**config.mk**
```make
export PLATFORM = sky130hd
export DESIGN_NAME = key_priority_encoder
export DESIGN_NICKNAME = d
export VERILOG_FILES = /design/src/rtl/key_priority_encoder.sv
export SDC_FILE = /design/constraint.sdc
export NUM_CORES = 1
export LEC_CHECK = 0
export BUFFER_PORTS_ARGS = -buffer_cell sky130_fd_sc_hd__buf_2
export CORE_AREA = 2 2 57 59
export CTS_BUF_LIST = sky130_fd_sc_hd__clkbuf_8
export DETAILED_ROUTE_END_ITERATION = 10
export DIE_AREA = 0 0 59 61
export GPL_TIMING_DRIVEN = 0
export PLACE_DENSITY_LB_ADDON = 0.08
export SETUP_SLACK_MARGIN = 0.4
export SLEW_MARGIN = 40
export SYNTH_ARGS = -nofsm -noshare
export SYNTH_HDL_FRONTEND = slang
export SYNTH_SLANG_ARGS = --single-unit
```
**constraint.sdc**
```tcl
create_clock -name clk -period 2.4 [get_ports clk]
set_clock_uncertainty 0.15 [all_clocks]
set_input_delay 0.12 -clock clk [delete_from_list [all_inputs] [get_ports clk]]
set_output_delay 0.12 -clock clk [all_outputs]
set_load 0.02 [all_outputs]
```
**src/rtl/key_priority_encoder.sv**
```systemverilog
// Front end for four active-low key lines: two-flop synchroniser, vector debounce,
// lowest-index priority encode, and one-cycle press/release strobes.
module key_priority_encoder #(
    parameter int DEBOUNCE_CYCLES = 50000,
    parameter int CNT_W           = 16
) (
    input  logic       clk,
    input  logic       rst_n,
    input  logic [3:0] keys_n,
    output logic [1:0] code,
    output logic       valid,
    output logic       released,
    output logic       pressed,
    output logic       multi
);

    localparam logic [0:0]       IDLE    = 1'b0;
    localparam logic [0:0]       COUNT   = 1'b1;
    localparam logic [CNT_W-1:0] CNT_MAX = CNT_W'(DEBOUNCE_CYCLES - 1);

    logic [0:0]       state;
    logic [3:0]       s1, s2;
    logic [3:0]       cand, stable;
    logic [CNT_W-1:0] cnt;

    logic [1:0] cand_code;
    logic [3:0] cand_zeros;
    logic       cand_multi;

    // Lowest pressed key wins; more than one zero means a chord.
    always_comb begin
        cand_code  = 2'd3;
        cand_zeros = ~cand;
        cand_multi = (cand_zeros & (cand_zeros - 4'd1)) != 4'd0;
        casez (cand)
            4'b???0: cand_code = 2'd0;
            4'b??01: cand_code = 2'd1;
            4'b?011: cand_code = 2'd2;
            default: cand_code = 2'd3;
        endcase
    end

    always_ff @(posedge clk or negedge rst_n) begin
        if (!rst_n) begin
            state    <= IDLE;
            s1       <= 4'b1111;
            s2       <= 4'b1111;
            cand     <= 4'b1111;
            stable   <= 4'b1111;
            cnt      <= '0;
            code     <= 2'd0;
            valid    <= 1'b0;
            released <= 1'b0;
            pressed  <= 1'b0;
            multi    <= 1'b0;
        end else begin
            s1       <= keys_n;
            s2       <= s1;
            valid    <= 1'b0;
            released <= 1'b0;
            case (state)
                IDLE: begin
                    if (s2 != cand) begin
                        cand  <= s2;
                        cnt   <= '0;
                        state <= COUNT;
                    end
                end
                COUNT: begin
                    if (s2 != cand) begin
                        // Any change, even back to the old stable value, restarts the count.
                        cand <= s2;
                        cnt  <= '0;
                    end else if (cnt == CNT_MAX) begin
                        stable <= cand;
                        state  <= IDLE;
                        if (cand != stable) begin
                            if (cand != 4'b1111) begin
                                valid   <= 1'b1;
                                code    <= cand_code;
                                multi   <= cand_multi;
                                pressed <= 1'b1;
                            end else begin
                                released <= 1'b1;
                                pressed  <= 1'b0;
                                multi    <= 1'b0;
                            end
                        end
                    end else begin
                        cnt <= cnt + 1'b1;
                    end
                end
                default: state <= IDLE;
            endcase
        end
    end

endmodule

```
==> results of run 1 <==
critical path, delay by kind of cell, from the launching register on:
family,cells,cell delay (ns)
DFF,1,0.40
muxes,1,0.34
and+or+nand+nor,3,1.31
power by group through the flow:
| stage | clock network [uW] | logic, uW | registers [uW] |
|---|---|---|---|
| 5_1_grt | 572 | 63.5 | 687 |
| 6_report | 546 | 57.0 | 684 |
| 3_3_place_gp | 0 | 46.6 | 696 |
| 3_5_place_dp | 0 | 48.8 | 697 |
| 4_1_cts | 556 | 56.7 | 685 |
| 2_1_floorplan | 0 | 26.2 | 695 |
how the worst min path moves through the flow:
stage / end / slack [ns] / depth (start not counted)
final: code[1] / 0.17 / 2
after global routing: s2[3] / 0.21 / 0
after CTS: s2[2] / 0.21 / 0
after detailed placement: s1[3] / 0.08 / 1
after global placement: s1[3] / 0.08 / 1
after floorplan: cnt[0] / -0.33 / 0
state kept, by name, summed over array words and instances, names as in the netlist:
signal    flops
cnt          16
cand          4
s1            4
s2            4
stable        4
code          2
multi         1
pressed       1
released      1
state         1
valid         1
area by class of cell:
type | count | share of cell area
clock buffers | 5 | 0.03127
multi-input cells | 108 | 0.3462
clock inverters | 3 | 0.01990
flip-flops and latches | 39 | 0.4542
repair buffers | 31 | 0.1001
plain buffers | 9 | 0.01762
well taps | 33 | 0.01876
inverters | 7 | 0.01194
stage by stage:
stage	hold WS [ns]	total power (uW)	setup WS [ns]	cell area [um2]
after floorplan	-0.3256	720.8	0.3078	1788
after global placement	0.07576	742.3	0.1553	1884
after detailed placement	0.07756	745.4	0.09155	1884
after CTS	0.2083	1297	0.1690	2074
after global routing	0.2118	1323	0.09264	2201
final	0.1711	1287	0.1263	2201
layer usage:
metal,vias to the layer above,GRT usage,routed length [um]
met5,-,0,0
met4,0,0.09740,63
met3,7,0.05970,214
met2,47,0.3508,1656
met1,649,0.2674,1524
li1,644,-,-
cell usage in the layout (no fill, tap or decap), types with 6 or more instances in the layout:
cell / Yosys / layout
buf_2: 1 / 12
a21oi_1: 8 / 8
buf_4: 0 / 16
nand2_1: 10 / 10
dfstp_2: 16 / 16
inv_1: 7 / 7
nand4_1: 9 / 9
nand3_1: 7 / 6
xnor2_1: 15 / 15
nor3_1: 7 / 7
dfrtp_1: 23 / 20
nor2_1: 10 / 10
o21ai_0: 6 / 6
timing repair:
item | in CTS | in global routing
pin swaps | 1 | 5
hold buffers | 5 | 0
gates resized for setup | 3 | 13
setup buffers | 3 | 12
setup endpoints to repair | 20 | 25
endpoints found under the hold margin | 27 | 0
cell families after synthesis:
group	share of synthesized area
adder cells (fa/ha/maj)	0.01265
AO/OA/AOI/OAI	0.05974
XOR/XNOR	0.07871
buffers and inverters	0.03443
flip-flops	0.5594
multiplexers	0.04357
AND/OR/NAND/NOR	0.2115
==> results.toml, run 1 <==
[logic_synthesis]
netlist_instances = 163
synth_warnings = 0
postSynthAreaPerCell_um2 = 10.92
synth_edf_count = 0
synth_area_leaders = "dfrtp_1 (32%), dfstp_2 (24%), xnor2_1 (7.4%)"
async_flop_share = 1.000
synth_nets = 170
synth_top_cell_by_area = "dfrtp_1"
synth.most_common_cell = "dfrtp_1"
netlist_area_mm2 = 0.001780
ys_seq_area_frac = 0.5594
synth_cell_type_count = 35
synth_seq_cells = 39
synth_top_area_frac = 0.3233
synth_top_flop_cell = "dfrtp_1"
synthTopCellsByCount = "dfrtp_1 (23), dfstp_2 (16), xnor2_1 (15), nand2_1 (10), nor2_1 (10)"

[pwr]
p_leak_uw = 0.0009265
combPwrFrac = 0.044
p_per_area_mw_per_mm2 = 584.9
clkPwrFrac = 0.424
seqPwrFrac = 0.532
switchingPower_uw = 277.2
p_int_uw = 1010
vdd_drop_max_v = 0.0004284
switching_share = 0.2153

[clock_network]
cts_tree = "done"
root_buffer = "clkbuf_8"
clockBufferDepth = 2
clk_pin_slew_ns = 0.08
cts_max_level = 2
cts_buffers = 5
clock_latency_ns = 0.29
clock_sinks = 39

[floorplanning]
pin_count = 12
fp.dieH_um = 61
rows = 20
die_w_um = 59
dieArea_mm2 = 0.003599
start_util = 0.6030
coreArea_mm2 = 0.002953

[finish]
seqCellArea_um2 = 999.7
n_fill_cell = 206
multi_input_area_um2 = 762.0
finalNetCount = 208
num_antenna_cells = 0
drive_above_1_share = 0.3564
syn_to_final_growth_pct = 23.61
final_util = 0.7453
final_cell_count_no_fill = 235

[grt]
track_usage = 0.2146
grt_pass1_vias = 1257
overflow = 0
grt_pass1_wl_um = 5568
grt_start_max_net_pins = 40
antenna_found_initial = 0

[place]
dpl.cell_count = 207
io_buffers = 11
dpl.hpwl_um = 2139
gp_congestion = 0.8429

[drt]
vias = 1347
post_drt_wl_per_cell_um = 14.71
postRouteAntennaNets = 0
drc = 0
wirelength_um = 3458
viasPerCell = 5.732
drtPass1Iterations = 4
drtIter0Drc = 113

[critical_path]
worstPathMaxFanout = 4
cp_data_arrival_time_ns = 2.35
startpoint = "cnt[11]"
cpPeakStageDelay_ns = 0.56
slowest_stage = "or4b_4"
end_kind = "register"
ff2ff_setup_slack_ns = 0.13
path_cells = "or4b_4, or3_4, nor3_4, mux2_4"
required_ns = 2.47
r2r-end = "stable[1]"
worstSetupStartpointType = "register"
critPathKind = "reg2reg"
regToRegStartpoint = "cnt[11]"
rr_worst_depth = 4
cp-endpoint = "stable[1]"

[sta]
max_freq_ghz = 0.4398
tightest_slew_ns = 0.4680
finalSetupTns_ns = 0
rsz0062_at_grt = "true"
min_period_ns = 2.274
hold_violations = 0
setup_viol = 0
slew_violations = 0
slew_headroom = 0.6880
finalCritPeriodShare = 0.9474

[status]
outcome = "finished, final reports clean"

[flow_run]
drv_cap = 0

[hold_path]
hold_class = "in2async"
Note: power is estimated with default switching activity, not from simulation.
==> run 2, diff against run 1 <==
--- a/config.mk
+++ b/config.mk
@@ -11,7 +11,7 @@
 export DETAILED_ROUTE_END_ITERATION = 10
 export DIE_AREA = 0 0 59 61
 export GPL_TIMING_DRIVEN = 0
-export PLACE_DENSITY_LB_ADDON = 0.08
+export PLACE_DENSITY = 0.85
 export SETUP_SLACK_MARGIN = 0.4
 export SLEW_MARGIN = 40
 export SYNTH_ARGS = -nofsm -noshare
==> run 2 against run 1 <==
Against the previous run: total power is 1.8% higher; sequential cell count stayed put; sequential power hardly changed; clock power is 3% higher; sequential share of layout area is 2.0 points lower; non-clock buffer count is 8 higher; combinational power is 9.8% higher; maximum frequency is 2.5% higher; critical path depth is 1 higher; largest cell class unchanged; largest power group unchanged.
==> results.toml, run 2 (synthesis gave the netlist of run 1 again) <==
[clock_network]
clk_pin_slew_ns = 0.09
cts_max_level = 2
root_buffer = "clkbuf_8"
clockBufferDepth = 2
cts_tree = "done"
clock_latency_ns = 0.31
cts_buffers = 5
clock_sinks = 39

[sta]
tightest_slew_ns = 0.4678
rsz0062_at_grt = "true"
slew_violations = 0
min_period_ns = 2.218
max_freq_ghz = 0.4508
setup_viol = 0
finalSetupTns_ns = 0
hold_violations = 0
finalCritPeriodShare = 0.9243
slew_headroom = 0.6881

[critical_path]
end_kind = "register"
worstSetupStartpointType = "register"
ff2ff_setup_slack_ns = 0.18
worstPathMaxFanout = 3
rr_worst_depth = 5
cp_data_arrival_time_ns = 2.30
r2r-end = "stable[2]"
required_ns = 2.48
regToRegStartpoint = "cnt[11]"
critPathKind = "reg2reg"

[finish]
final_common_cell = "buf_4"
num_antenna_cells = 0
drive_above_1_share = 0.3905
largest_reg_flops = 16
top_register = "cnt"
mostFrequentLayoutCells = "buf_4 (21), dfrtp_1 (20), dfstp_2 (16), xnor2_1 (15), buf_2 (11)"
finalNetCount = 216
syn_to_final_growth_pct = 29.30
n_fill_cell = 173

[pwr]
vdd_drop_max_v = 0.0004513
p_leak_uw = 0.0009965
total_power_uw = 1311
p_per_area_mw_per_mm2 = 569.5

[grt]
overflow = 0
track_usage = 0.2573
grt_start_max_net_pins = 40
grt_pass1_wl_um = 6686
antenna_found_initial = 0
grt_pass1_vias = 1423

[drt]
drc = 0
post_drt_wl_per_cell_um = 18.16
viasPerCell = 6.465
drtIter0Drc = 159
vias = 1571
drtPass1Iterations = 5
wirelength_um = 4413
postRouteAntennaNets = 0

[floorplanning]
start_util = 0.6030
pin_count = 12
rows = 20
fp.dieH_um = 61
die_w_um = 59
dieArea_mm2 = 0.003599
coreArea_mm2 = 0.002953

[hold_path]
hold_class = "in2async"

[place]
dpl.hpwl_um = 2203
io_buffers = 11
gp_congestion = 0.9219

[status]
outcome = "finished, final reports clean"

[flow_run]
drv_cap = 0
[run 2: cell types whose count changed in the layout (fill, tap and decap cells not counted), sizes merged]
cell / change
buf: +7
clkbuf: +1
clkinv: -2
inv: +2
[run 2: stage by stage]
| step | cell area [um2] | std cells | util | setup WS [ns] | hold slack (ns) |
|---|---|---|---|---|---|
| 4_1_cts | 2193 | 233 | 0.7428 | 0.1871 | 0.2086 |
| 2_1_floorplan | 1788 | 163 | - | 0.3078 | -0.3256 |
| 3_3_place_gp | 1884 | 207 | 0.6381 | 0.1692 | 0.07496 |
| 3_5_place_dp | 1884 | 207 | 0.6381 | 0.1019 | 0.07616 |
| 6_report | 2302 | 243 | 0.7797 | 0.1816 | 0.1587 |
| 5_1_grt | 2302 | 243 | 0.7797 | 0.1424 | 0.2079 |
[run 2: repair_timing]
item                       CTS  global route
setup endpoints to repair   24            25
cloned                       0             0
gates resized for setup     13            13
hold endpoints to repair    27             0
pin swaps                    3             5
hold buffers                 5             0
setup buffers               13            10
[run 2: critical path, stage by stage, from the launching register on]
cell and delay [ns]:
dfrtp_1 0.41, or4b_4 0.56, or3_4 0.42, nor3_4 0.17
buf_6 0.15, mux2_4 0.30
[run 2: routing by layer]
metal	GRT usage	part of all wire	up-vias	wire (um)
met5	0	0	-	0
met4	0.1558	0.048	0	212
met3	0.06610	0.091	39	400
met2	0.4254	0.50	105	2217
met1	0.3035	0.36	757	1583
li1	-	-	670	-
[run 2: cell type report]
| class | count | area [um2] | share of cell area |
|---|---|---|---|
| Sequential cell | 39 | 999.7 | 0.4342 |
| Clock buffer | 5 | 68.82 | 0.02989 |
| Inverter | 7 | 26.28 | 0.01141 |
| Buffer | 9 | 40.04 | 0.01739 |
| Multi-Input combinational cell | 108 | 789.5 | 0.3429 |
| Tap cell | 33 | 41.29 | 0.01793 |
| Timing Repair Buffer | 39 | 291.5 | 0.1266 |
| Clock inverter | 3 | 45.04 | 0.01957 |
[run 2: worst max-delay path by stage]
stage / start / to / depth (start not counted)
6_report: cnt[11] / stable[2] / 5
5_1_grt: cnt[12] / stable[2] / 5
4_1_cts: cnt[4] / stable[2] / 4
3_5_place_dp: cand[0] / stable[2] / 5
3_3_place_gp: cand[0] / stable[1] / 5
2_1_floorplan: cnt[12] / stable[1] / 4
[run 2: power by group]
group	switching (uW)	internal [uW]
Clock	250	314
Combinational	36.6	26.0
Sequential	8.13	677
==> run 3, diff against run 2 <==
==> constraint.sdc (replaced) <==
create_clock -name clk -period 2.5 [get_ports clk]
set_clock_uncertainty 0.15 [all_clocks]
set_input_delay 0.125 -clock clk [delete_from_list [all_inputs] [get_ports clk]]
set_output_delay 0.125 -clock clk [all_outputs]
set_load 0.02 [all_outputs]
==> run 3 against run 2 <==
Against the previous run: sequential power down 3.9%; non-clock buffer count down 12; first-iteration DRC count down 69%; sequential share of layout area up 3.5 points; worst setup slack better by 0.16 ns; wire length down 21%; total power down 14%; clock-buffer cell count unchanged; largest power group unchanged.
==> results.toml, run 3 (synthesis gave the netlist of run 1 again) <==
[clock_network]
cts_tree = "done"
clk_pin_slew_ns = 0.08
cts_buffers = 5
clock_sinks = 39
cts_max_level = 2
root_buffer = "clkbuf_8"
clock_latency_ns = 0.30
clockBufferDepth = 2

[finish]
top_register = "cnt"
n_fill_cell = 209
final_common_cell = "dfrtp_1"
syn_to_final_growth_pct = 19.61
multi_input_area_um2 = 748.2
num_antenna_cells = 0
seqCellArea_um2 = 999.7
fin_area_mm2 = 0.002130
drive_above_1_share = 0.3333
largest_reg_flops = 16
finalNetCount = 204
mostFrequentLayoutCells = "dfrtp_1 (20), dfstp_2 (16), xnor2_1 (15), buf_4 (12), buf_2 (11)"

[pwr]
p_per_area_mw_per_mm2 = 528.6
p_leak_uw = 0.0008786
vdd_drop_max_v = 0.0003395

[grt]
antenna_found_initial = 0
grt_pass1_wl_um = 5789
track_usage = 0.2207
grt_pass1_vias = 1345
overflow = 0
grt_start_max_net_pins = 40

[floorplanning]
die_w_um = 59
dieArea_mm2 = 0.003599
start_util = 0.6030
rows = 20
coreArea_mm2 = 0.002953
fp.dieH_um = 61
pin_count = 12

[critical_path]
cpPeakStageDelay_ns = 0.56
end_kind = "register"
worstSetupStartpointType = "register"
worstPathMaxFanout = 4
critPathKind = "reg2reg"
required_ns = 2.58
startpoint = "cnt[10]"
slowest_stage = "or4b_4"
regToRegStartpoint = "cnt[10]"
cp_data_arrival_time_ns = 2.24
path_cells = "or4b_4, or3_4, nor3_4, mux2_4"

[sta]
rsz0062_at_grt = "true"
tightest_slew_ns = 0.4525
max_freq_ghz = 0.4630
setup_viol = 0
finalSetupTns_ns = 0
finalCritPeriodShare = 0.8640
min_period_ns = 2.160
slew_headroom = 0.6983
slew_violations = 0
hold_ws_ns = 0.1709
fin_ws_ns = 0.3400
hold_violations = 0

[place]
io_buffers = 11
dpl_worst_slack_ns = 0.1592
dpl.hpwl_um = 2278
place_area_mm2 = 0.001884
gp_congestion = 0.8492

[drt]
wirelength_um = 3482
drtPass1Iterations = 6
viasPerCell = 5.887
postRouteAntennaNets = 0
drtIter0Drc = 49
post_drt_wl_per_cell_um = 15.07
drc = 0
vias = 1360

[status]
outcome = "finished, final reports clean"

[hold_path]
hold_class = "in2async"

[flow_run]
drv_cap = 0
-- run 3: cell count changes in the layout (fill, tap and decap cells not counted), moves of 2 or more --
cell	before	now
buf_6	3	0
o21ai_0	4	6
buf_4	21	12
clkbuf_2	4	2
clkbuf_1	4	6
o21ai_1	2	0
nor4_4	2	0
-- run 3: final timing paths --
| path | endpoint | slack [ns] | cells after the start |
|---|---|---|---|
| max reg2reg | stable[0] | 0.34 | 4 |
| min reg2reg | s2[3] | 0.21 | 0 |
| max in group asynchronous | s2[2] | 1.68 | 2 |
| max | stable[0] | 0.34 | 4 |
| min in group clk | s2[3] | 0.21 | 0 |
| min | released | 0.17 | 2 |
-- run 3: worst max-delay path, delay by kind of cell, from the launching register on --
| kind | cells | cell delay (ns) |
|---|---|---|
| AND/OR/NAND/NOR | 3 | 1.23 |
| multiplexers | 1 | 0.33 |
| flip-flops | 1 | 0.39 |
-- run 3: report_power, final --
group	total (uW)	internal [uW]	leakage, uW	switching (uW)
Combinational	54.1	22.9	0.000351	31.2
Sequential	658	650	0.000478	8.43
Clock	413	195	0.0000488	218
Total	1130	868	0.000879	258
-- run 3: timing repair --
item / in CTS / in global routing
pin swaps: 2 / 1
setup buffers: 8 / 3
hold buffers: 5 / 0
gates resized for setup: 7 / 3
endpoints found under the setup margin: 10 / 11
hold endpoints to repair: 27 / 0
-- run 3: through the flow --
stage	instances	utilization	total power, uW
floorplan	163	-	692.0
global placement	207	0.6381	711.7
detailed placement	207	0.6381	715.4
CTS	228	0.7102	1134
global route	231	0.7212	1164
finish	231	0.7212	1126
-- run 3: area by class of cell --
type | count | share of cell area
Buffer | 9 | 0.01763
Clock buffer | 5 | 0.03231
Clock inverter | 3 | 0.008226
Inverter | 7 | 0.01234
Multi-Input combinational cell | 108 | 0.3514
Sequential cell | 39 | 0.4694
Tap cell | 33 | 0.01939
Timing Repair Buffer | 27 | 0.08931
-- run 3: metal layers --
layer,up-vias,track usage,part of all wire
met5,-,0,0
met4,0,0.1429,0.021
met3,9,0.04478,0.048
met2,50,0.3651,0.51
met1,660,0.2634,0.43
li1,641,-,-
